--- config.mk ---
export PLATFORM = sky130hd
export DESIGN_NAME = seg_scan_ctrl
export DESIGN_NICKNAME = d
export VERILOG_FILES = /design/src/rtl/seg_scan_ctrl.sv
export SDC_FILE = /design/constraint.sdc
export NUM_CORES = 1
export LEC_CHECK = 0
export BUFFER_PORTS_ARGS = -buffer_cell sky130_fd_sc_hd__buf_2
export CAP_MARGIN = 20
export CORE_AREA = 4 4 98 100
export CTS_CLUSTER_DIAMETER = 60
export DETAILED_ROUTE_END_ITERATION = 6
export DIE_AREA = 0 0 102 104
export SLEW_MARGIN = 5
export SYNTH_ARGS = -nofsm -noshare
export SYNTH_HDL_FRONTEND = slang
export SYNTH_SLANG_ARGS = --single-unit
--- constraint.sdc ---
create_clock -name clk -period 5.5 [get_ports clk]
set_input_delay 0 -clock clk [delete_from_list [all_inputs] [get_ports clk]]
set_output_delay 0 -clock clk [all_outputs]
set_load 0.05 [all_outputs]
--- src/rtl/seg_scan_ctrl.sv ---
// seg_scan_ctrl: multiplexed 4-digit BCD scan controller with frame-synchronous load handshake
module seg_scan_ctrl #(
  parameter int SCAN_DIV = 50000,
  parameter int CNT_W    = 16
) (
  input  logic        clk,
  input  logic        rst_n,
  input  logic        load,
  input  logic [15:0] value,
  output logic        ready,
  input  logic        enable,
  input  logic        blank_en,
  output logic [3:0]  bcd,
  output logic [3:0]  com,
  output logic        frame_done
);
  logic [CNT_W-1:0] cnt;
  logic [1:0]       idx;
  logic [15:0]      disp;
  logic [15:0]      pend;
  logic             pend_v;
  logic             tick;
  logic             frame;
  logic             accept;
  logic [3:0]       blank_vec;
  logic             show;

  assign tick   = cnt == CNT_W'(SCAN_DIV - 1);
  assign frame  = tick & (idx == 2'd3);
  assign ready  = ~pend_v;
  assign accept = load & ready;
  // Digit i is blanked when it and every more-significant digit are zero; digit 0 always shows
  assign blank_vec = {blank_en & (disp[15:12] == 4'h0),
                      blank_en & (disp[15:8] == 8'h00),
                      blank_en & (disp[15:4] == 12'h000),
                      1'b0};
  assign show = enable & ~blank_vec[idx];

  // Prescaler and digit index free-run, independent of enable
  always_ff @(posedge clk or negedge rst_n) begin
    if (!rst_n) begin
      cnt <= '0;
      idx <= 2'd0;
    end else begin
      cnt <= tick ? '0 : cnt + 1'b1;
      idx <= tick ? idx + 2'd1 : idx;
    end
  end

  // Pending buffer accepts loads; display only changes at a frame boundary so a frame never mixes values
  always_ff @(posedge clk or negedge rst_n) begin
    if (!rst_n) begin
      pend   <= 16'h0000;
      pend_v <= 1'b0;
      disp   <= 16'h0000;
    end else if (accept) begin
      pend   <= value;
      pend_v <= 1'b1;
    end else if (frame && pend_v) begin
      disp   <= pend;
      pend_v <= 1'b0;
    end
  end

  // Registered digit outputs, one cycle behind idx and display state
  always_ff @(posedge clk or negedge rst_n) begin
    if (!rst_n) begin
      bcd        <= 4'h0;
      com        <= 4'b1111;
      frame_done <= 1'b0;
    end else begin
      bcd        <= disp[{idx, 2'b00} +: 4];
      com        <= show ? ~(4'b0001 << idx) : 4'b1111;
      frame_done <= frame;
    end
  end
endmodule

# Word level (Yosys, flattened, before mapping)
# Cells that the tools add are included.
# op_classes
n_addsub	2
eq_ne	2
multipliers	0
bitwise	10
mux	6
n_reduce_logical	6
shifts	2
n_div	0
magnitude_cmp	1
# ops
cell	n
$add 16x1->16 const B	1
$eq 16x16->1 const B	1
$mux 16	1
$shiftx 16x5->4	1
$logic_not 12->1	1
$logic_not 8->1	1
$and 1x1->1	6
$logic_not 4->1	1
$mux 4	1
$not 4->4	1
$shl 1x2->4 const A	1
$lt 2x3->1 const B	1
$mux 1	3
$not 1->1	3
$add 2x1->2 const B	1
$bmux 1 s2	1
$eq 2x2->1 const B	1
$reduce_and 2->1	1
$reduce_bool 2->1	1
$logic_and 1x1->1	1
# totals
latchBits	0
mem_bits_rw	0
mem_count	0
wordCells	37
register_bits	60
mem_bits_ro	0
out_inout_bits	10

# Logic depth before layout (Yosys ltp)
# Gate-level depths: netlist of run 1.
# depth
depth_word	7
depth_mapped	8
mapped_depth_nobuf	5

# Worst setup path after synthesis of run 1
# Ideal clock, no wire load.
# synth_path
kind	register -> register
start	register cnt[0]
end	register disp[10]
setup_slack_ns	3.528
required_time_ns	5.375
path_buffers	3
arrival_time_ns	1.847
stages_incl_launch_ff	9
path_cell_list	dfrtp_1 > ha_1 > and3_1 > and4_1 > buf_6 > and3_4 > buf_6 > buf_12 > mux2_4
# synth_via
elab_chain_len	4
# synth_lines
element	line	text
start: declaration	17	logic [CNT_W-1:0] cnt;
start signal: assignment	45	cnt <= tick ? '0 : cnt + 1'b1;
$eq 16x16->1	28	assign tick = cnt == CNT_W'(SCAN_DIV - 1);
$and 1x1->1	29	assign frame = tick & (idx == 2'd3);
$logic_and 1x1->1	59	end else if (frame && pend_v) begin
$reduce_and 2->1 (no source line)	-	
end signal: assignment	60	disp <= pend;
end: declaration	19	logic [15:0] disp;
# Every way passes these cells.
# A chain may end at the register's enable or synchronous reset.

# Final worst setup path of run 1
# layout_path
start	register cnt[0]
end	register disp[3]
# The elaborated chain is that of the path after synthesis.

==> impl_metrics.env, run 1 <==
export IMPL_endpoint="disp[3]"
export IMPL_wirelength_um=4798
export IMPL_h_tree_depth=3
export IMPL_ir_drop_mv=0.1694
export IMPL_finalSetupViolCount=0
export IMPL_r2r_slack_ns=3.20
export IMPL_yosysWarnings=0
export IMPL_slowest_delay_ns=0.53
export IMPL_routabilityCongestion=0.7652
export IMPL_synth_area_per_cell_um2=14.10
export IMPL_place_hpwl_um=3263
export IMPL_max_slew_margin=0.5019
export IMPL_synthFlopType="dfrtp_1"
export IMPL_drv_cap=0
export IMPL_grt_usage=0.1030
export IMPL_path_max_fanout=17
export IMPL_antenna_left=0
export IMPL_first_pass_iters=4
export IMPL_cts_tree="built"
export IMPL_initial_core_util=0.2973
export IMPL_dieArea_um2=10610
export IMPL_clk_pin_slew_ns=0.06
export IMPL_fin_nets=265
export IMPL_io_buffers=30
export IMPL_yosysSeqAreaShare=0.5839
export IMPL_wl_per_cell_um=13.67
export IMPL_max_clock_freq_mhz=434.8
export IMPL_syn_nets=209
export IMPL_p_sw_frac=0.2223
export IMPL_r2r_end="disp[3]"
export IMPL_power_internal_uw=664.0
export IMPL_syn_to_final_growth_pct=23.76
export IMPL_power_density_nw_per_um2=267.4
export IMPL_tightestPinTransition_ns=0.7471
export IMPL_cts_sinks=60
export IMPL_skew_ns=0.009589
export IMPL_status="finished clean"
export IMPL_synthArstFlopShare=1.000
export IMPL_placed_cell_area_um2=2826
export IMPL_pwr_share_comb=0.048
export IMPL_slew_violations=0
export IMPL_holdBufCountCts=19
export IMPL_grt_max_degree=61
export IMPL_leakage_nw=1.473
export IMPL_cts_root_buffer_cell="clkbuf_8"
export IMPL_clkLatencyLatePin_ns=0.34
export IMPL_synth_compound_area_frac=0.01988
export IMPL_critPathCaptureType="flop"
export IMPL_reg2regPathDepth=5
export IMPL_boundaryPins=31
export IMPL_grt_first_pass_wirelength_um=8445
export IMPL_synth_enable_flop_cells=0
export IMPL_synth_simple_area_share=0.1096
export IMPL_cp_arrival_ns=2.52
export IMPL_synthXorXnorAreaFrac=0.04074
export IMPL_required_ns=5.72
export IMPL_grt_pass1_vias=1739
export IMPL_final_common_cell="dfrtp_1"
export IMPL_final_area_um2=3193
export IMPL_hold_path_class="in2reg"
export IMPL_startpoint="cnt[0]"
export IMPL_cts_buffers=9
export IMPL_drtIter0Drc=54
export IMPL_antenna_found_initial=0
export IMPL_ctsResizeCount=0
export IMPL_syn_area_um2=2580
export IMPL_p_clk_frac=0.409
export IMPL_coreArea_um2=8678
export IMPL_worstSetupPathType="reg2reg"
export IMPL_crit_slowest_cell="and4_1"
export IMPL_r2r_start="cnt[0]"
export IMPL_num_rows=34
export IMPL_drive_above_1_share=0.3786
export IMPL_num_vias=1561
export IMPL_fin_crit_sh=0.4182
export IMPL_clockBufferDepth=2
export IMPL_p_seq_frac=0.543
export IMPL_viasPerCell=4.447
export IMPL_drc=0
export IMPL_post_cts_buffers=0
export IMPL_layout_min_cycle_time_ns=2.300
export IMPL_fillers=866
export IMPL_syn_instance_count=183
export IMPL_start_kind="flop"
export IMPL_die_h_um=104
export IMPL_setup_tns_ns=0
export IMPL_yosysUniqueCellTypes=37
export IMPL_switching_power_uw=189.8
export IMPL_muxShareOfSynthArea=0.1920
export IMPL_synth_top_family_by_area="multiplexers"
export IMPL_synth_seq_cells=60
export IMPL_synthAdderAreaFrac=0.02425
export IMPL_rsz0062_at_grt="false"
export IMPL_hold_viol_final=0
export IMPL_crit_path_cell_trace="ha_1, and3_1, and4_1, and3_4, mux2_2"
export IMPL_final_cell_mix="56 x dfrtp_1, 30 x buf_2, 24 x mux2_2, 19 x dlygate4sd3_1, 14 x nor2_1"
export IMPL_n_antenna_cell=0
export IMPL_grt_ovfl_total=0
export IMPL_die_w_um=102
-- worst max-delay path, delay by kind of cell (launching register included) --
family,cells,cell delay [ns]
adder cells (fa/ha/maj),1,0.21
flip-flops,1,0.41
multiplexers,1,0.38
AND/OR/NAND/NOR,3,1.19
-- state kept, by name (all words and copies together), names as in the netlist --
signal and cells:
bcd 4, cnt 16, com 4, disp 16, frame_done 1, idx 2
pend 16, pend_v 1
-- Yosys cell counts, types with 2 or more instances --
master    count  share of area
and3_1        2         0.0048
buf_6         2         0.0087
clkbuf_1      2         0.0029
dfrtp_1      56           0.54
dfstp_2       4          0.041
ha_1          5          0.024
inv_1         6         0.0087
mux2_2       24           0.10
mux2_4        9          0.052
mux4_2        4          0.035
nand2_1       5         0.0073
nand3_1       8          0.016
nand4_1       3         0.0073
nor2_1       14          0.020
nor2b_1       2         0.0048
nor3_1        3         0.0058
nor4_1        3         0.0073
or3_1         2         0.0048
xnor2_1       6          0.020
xor2_1        6          0.020
-- cell families (layout without fill, tap and decap cells) --
| group | after synthesis | after routing |
|---|---|---|
| flip-flops | 60 | 60 |
| AND/OR/NAND/NOR | 50 | 50 |
| multiplexers | 37 | 37 |
| XOR/XNOR | 12 | 12 |
| buffers and inverters | 12 | 72 |
| AO/OA/AOI/OAI | 7 | 7 |
| adder cells (fa/ha/maj) | 5 | 5 |
-- how the worst min path moves through the flow --
stage,from,end,depth (start not counted)
floorplan,rst_n,bcd[0],0
global placement,rst_n,cnt[12],2
detailed placement,rst_n,cnt[10],2
CTS,blank_en,com[2],3
global route,blank_en,com[2],3
finish,blank_en,com[2],3
-- stage by stage --
stage          hold slack (ns)    util  setup WS, ns  total power [mW]  cells
2_1_floorplan          -0.2956       -         3.528            0.4824    183
3_3_place_gp            0.1987  0.3257         3.237            0.5026    317
3_5_place_dp            0.2078  0.3257         3.180            0.5044    317
4_1_cts                0.05641  0.3679         3.182            0.8668    351
5_1_grt                0.07862  0.3679         3.054            0.8979    351
6_report               0.06489  0.3679         3.200            0.8538    351
-- power by group through the flow --
stage | combinational [mW] | clock (mW) | sequential, mW
floorplan | 0.0124 | 0 | 0.470
global placement | 0.0313 | 0 | 0.471
detailed placement | 0.0324 | 0 | 0.472
CTS | 0.0426 | 0.360 | 0.464
global route | 0.0473 | 0.386 | 0.465
finish | 0.0412 | 0.349 | 0.464
-- cell type report --
cell class | instances | area [um^2] | area share
flip-flops and latches | 60 | 1506 | 0.4718
multi-input cells | 111 | 997.2 | 0.3123
repair buffers | 51 | 355.3 | 0.1113
clock buffers | 11 | 151.4 | 0.04741
well taps | 108 | 135.1 | 0.04232
clock inverters | 4 | 25.02 | 0.007837
inverters | 6 | 22.52 | 0.007053
-- per-layer routing --
layer	track usage	share of wire	vias up
li1	-	-	762
met3	0.03756	0.050	9
met4	0.04405	0.016	0
met2	0.1574	0.49	35
met1	0.1299	0.45	755
met5	0	0	-
No activity file was read; power rests on OpenSTA's default activity.
==> run 2, diff against run 1 <==
--- a/config.mk
+++ b/config.mk
@@ -5,12 +5,13 @@
 export SDC_FILE = /design/constraint.sdc
 export NUM_CORES = 1
 export LEC_CHECK = 0
+export ABC_AREA = 1
 export BUFFER_PORTS_ARGS = -buffer_cell sky130_fd_sc_hd__buf_2
 export CAP_MARGIN = 20
-export CORE_AREA = 4 4 98 100
+export CORE_AREA = 4 4 102 104
 export CTS_CLUSTER_DIAMETER = 60
 export DETAILED_ROUTE_END_ITERATION = 6
-export DIE_AREA = 0 0 102 104
+export DIE_AREA = 0 0 106 108
 export SLEW_MARGIN = 5
 export SYNTH_ARGS = -nofsm -noshare
 export SYNTH_HDL_FRONTEND = slang
==> constraint.sdc (replaced) <==
create_clock -name clk -period 2.3 [get_ports clk]
set_input_delay 0 -clock clk [delete_from_list [all_inputs] [get_ports clk]]
set_output_delay 0 -clock clk [all_outputs]
set_load 0.05 [all_outputs]
==> run 2 against run 1 <==
Compared with the run above:
- largest cell class unchanged
- die area grew 7.9%
- clock-buffer cell count decreased by 2
- critical path depth rose by 2
- sequential share of layout area shrank 3.9 points
- via count grew 39%
- first-iteration DRC count rose by 94%
- routed wire length grew 20%
- largest power group unchanged
- non-clock buffer count increased by 2
==> impl_metrics.env, run 2 <==
export IMPL_cts_buffers=9
export IMPL_drv_cap=0
export IMPL_coreArea_um2=9549
export IMPL_synth_top_area_cell="dfrtp_1"
export IMPL_routabilityCongestion=0.8281
export IMPL_yosysSeqAreaShare=0.5342
export IMPL_initial_core_util=0.2953
export IMPL_synth_enable_flop_cells=0
export IMPL_wl_per_cell_um=11.74
export IMPL_drtIter0Drc=105
export IMPL_start_kind="flop"
export IMPL_hold_path_class="in2reg"
export IMPL_fin_crit_sh=0.7354
export IMPL_placed_cell_area_um2=3088
export IMPL_max_slew_margin=0.5016
export IMPL_path_max_fanout=23
export IMPL_syn_area_um2=2820
export IMPL_dieArea_um2=11450
export IMPL_syn_to_final_growth_pct=23.29
export IMPL_top_regs="cnt (16), disp (16), pend (16)"
export IMPL_boundaryPins=31
export IMPL_setup_tns_ns=0
export IMPL_holdBufCountCts=19
export IMPL_grt_pass1_vias=2179
export IMPL_io_buffers=30
export IMPL_drive_above_1_share=0.2123
export IMPL_synth_commonest_cells="61 x nand2_1, 56 x dfrtp_1, 37 x nor2_1, 24 x inv_1, 20 x nand3_1"
export IMPL_num_rows=36
export IMPL_ctsResizeCount=0
export IMPL_final_common_cell="nand2_1"
export IMPL_required_ns=2.58
export IMPL_yosys_area_top_type_share=0.4969
export IMPL_cts_root_buffer_cell="clkbuf_8"
export IMPL_ir_drop_mv=0.3924
export IMPL_die_h_um=108
export IMPL_place_hpwl_um=4111
export IMPL_final_area_um2=3477
export IMPL_synthArstFlopShare=1.000
export IMPL_clkLatencyLatePin_ns=0.35
export IMPL_drc=0
export IMPL_max_clock_freq_mhz=591.2
export IMPL_antenna_found_initial=0
export IMPL_tightestPinTransition_ns=0.7476
export IMPL_post_cts_buffers=0
export IMPL_synthFlopType="dfrtp_1"
export IMPL_n_antenna_cell=0
export IMPL_antenna_left=0
export IMPL_leakage_nw=1.762
export IMPL_grt_max_degree=35
export IMPL_first_pass_iters=4
export IMPL_slew_violations=0
export IMPL_final_cell_mix="61 x nand2_1, 56 x dfrtp_1, 37 x nor2_1, 30 x buf_2, 24 x inv_1"
export IMPL_skew_ns=0.007553
export IMPL_grt_first_pass_wirelength_um=10250
export IMPL_synth_area_per_cell_um2=9.432
export IMPL_yosysWarnings=0
export IMPL_holdWs_ns=0.1717
export IMPL_critPathCaptureType="flop"
export IMPL_synthTopCellsByArea="dfrtp_1 50%, nand2_1 8.1%, nor2_1 4.9%, mux2_1 4.0%, nand4_1 4.0%"
export IMPL_grt_ovfl_total=0
export IMPL_worstSetupPathType="reg2reg"
export IMPL_h_tree_depth=3
export IMPL_layout_min_cycle_time_ns=1.692
export IMPL_dp_cells=456
export IMPL_syn_instance_count=299
export IMPL_synth_seq_cells=60
export IMPL_die_w_um=106
export IMPL_viasPerCell=4.403
export IMPL_cp_arrival_ns=1.97
export IMPL_rsz0062_at_grt="false"
export IMPL_status="finished clean"
export IMPL_clockBufferDepth=2
export IMPL_num_vias=2162
export IMPL_grt_usage=0.1126
export IMPL_synth_most_common_cell="nand2_1"
export IMPL_wirelength_um=5766
export IMPL_fin_nets=379
export IMPL_syn_nets=325
export IMPL_cts_sinks=60
export IMPL_finalSetupViolCount=0
export IMPL_hold_viol_final=0
export IMPL_clk_pin_slew_ns=0.07
export IMPL_fillers=1025
export IMPL_cts_tree="built"
export IMPL_power_density_nw_per_um2=613.7
export IMPL_stdcell_count=491
export IMPL_yosysUniqueCellTypes=26
==> run 2: cell count changes after synthesis, sizes merged, moves of 3 or more <==
cell / previous run / this run
mux2: 33 / 16
xor2: 6 / 9
nand3: 8 / 20
inv: 6 / 31
xnor2: 6 / 0
nand4: 3 / 19
o21ai: 1 / 13
and3: 3 / 0
nor2: 14 / 42
nand2: 5 / 64
buf: 4 / 10
nor4: 3 / 0
o22ai: 0 / 3
mux4: 4 / 0
==> run 2: path summary, 6_finish.rpt <==
check	from	end	slack (ns)	cells after the start
max	cnt[0]	disp[4]	0.61	7
min	blank_en	com[3]	0.17	4
max reg2reg	cnt[0]	disp[4]	0.61	7
min reg2reg	pend[11]	pend[11]	0.49	1
max in group asynchronous	rst_n	com[2]	1.29	3
min in group asynchronous	rst_n	bcd[3]	0.26	2
==> run 2: worst max-delay path: stages, from the launching register on <==
cell,delay [ns]
dfrtp_1,0.40
ha_1,0.22
nand2_2,0.10
nor2_4,0.15
nand2_2,0.08
nor2_4,0.43
nand4_1,0.15
nand2_1,0.10
==> run 2: metrics by stage <==
stage | setup WS [ns] | total power, mW | util
after detailed placement | 0.6141 | 1.182 | 0.3234
after CTS | 0.5915 | 2.175 | 0.3641
after floorplan | 0.8247 | 1.132 | -
after global routing | 0.3807 | 2.238 | 0.3641
final | 0.6085 | 2.134 | 0.3641
after global placement | 0.6941 | 1.178 | 0.3234
==> run 2: logic make-up (layout without fill, tap and decap cells) <==
family,after synthesis,in the layout,share of synthesized area
adders and majority gates,5,5,0.02218
DFF,60,60,0.5342
and+or+nand+nor,149,149,0.2471
xor gates and xnor gates,9,9,0.02795
buffers and inverters,41,100,0.06921
muxes,16,16,0.06389
AOI/OAI and AO/OA,19,19,0.03549
==> run 2: report_power, final <==
group | total [mW] | internal, mW | switching [mW]
registers | 1.09 | 1.08 | 0.0129
logic | 0.0886 | 0.0502 | 0.0384
clock network | 0.951 | 0.505 | 0.447
total | 2.13 | 1.64 | 0.498
==> run 2: cell type report <==
class	count	area, um^2	area share
inverter	31	116.4	0.03347
multi-input combinational	198	1119	0.3217
clock buffer	9	123.9	0.03562
clock inverter	7	75.07	0.02159
tap	133	166.4	0.04786
timing repair buffer	53	370.4	0.1065
sequential	60	1506	0.4332
==> run 2: per-layer routing <==
layer / up-vias / GRT usage / wire [um]
li1: 1081 / - / -
met1: 1036 / 0.1412 / 2713
met2: 43 / 0.1808 / 2779
met3: 2 / 0.04418 / 267
met4: 0 / 0.03330 / 6
met5: - / 0 / 0
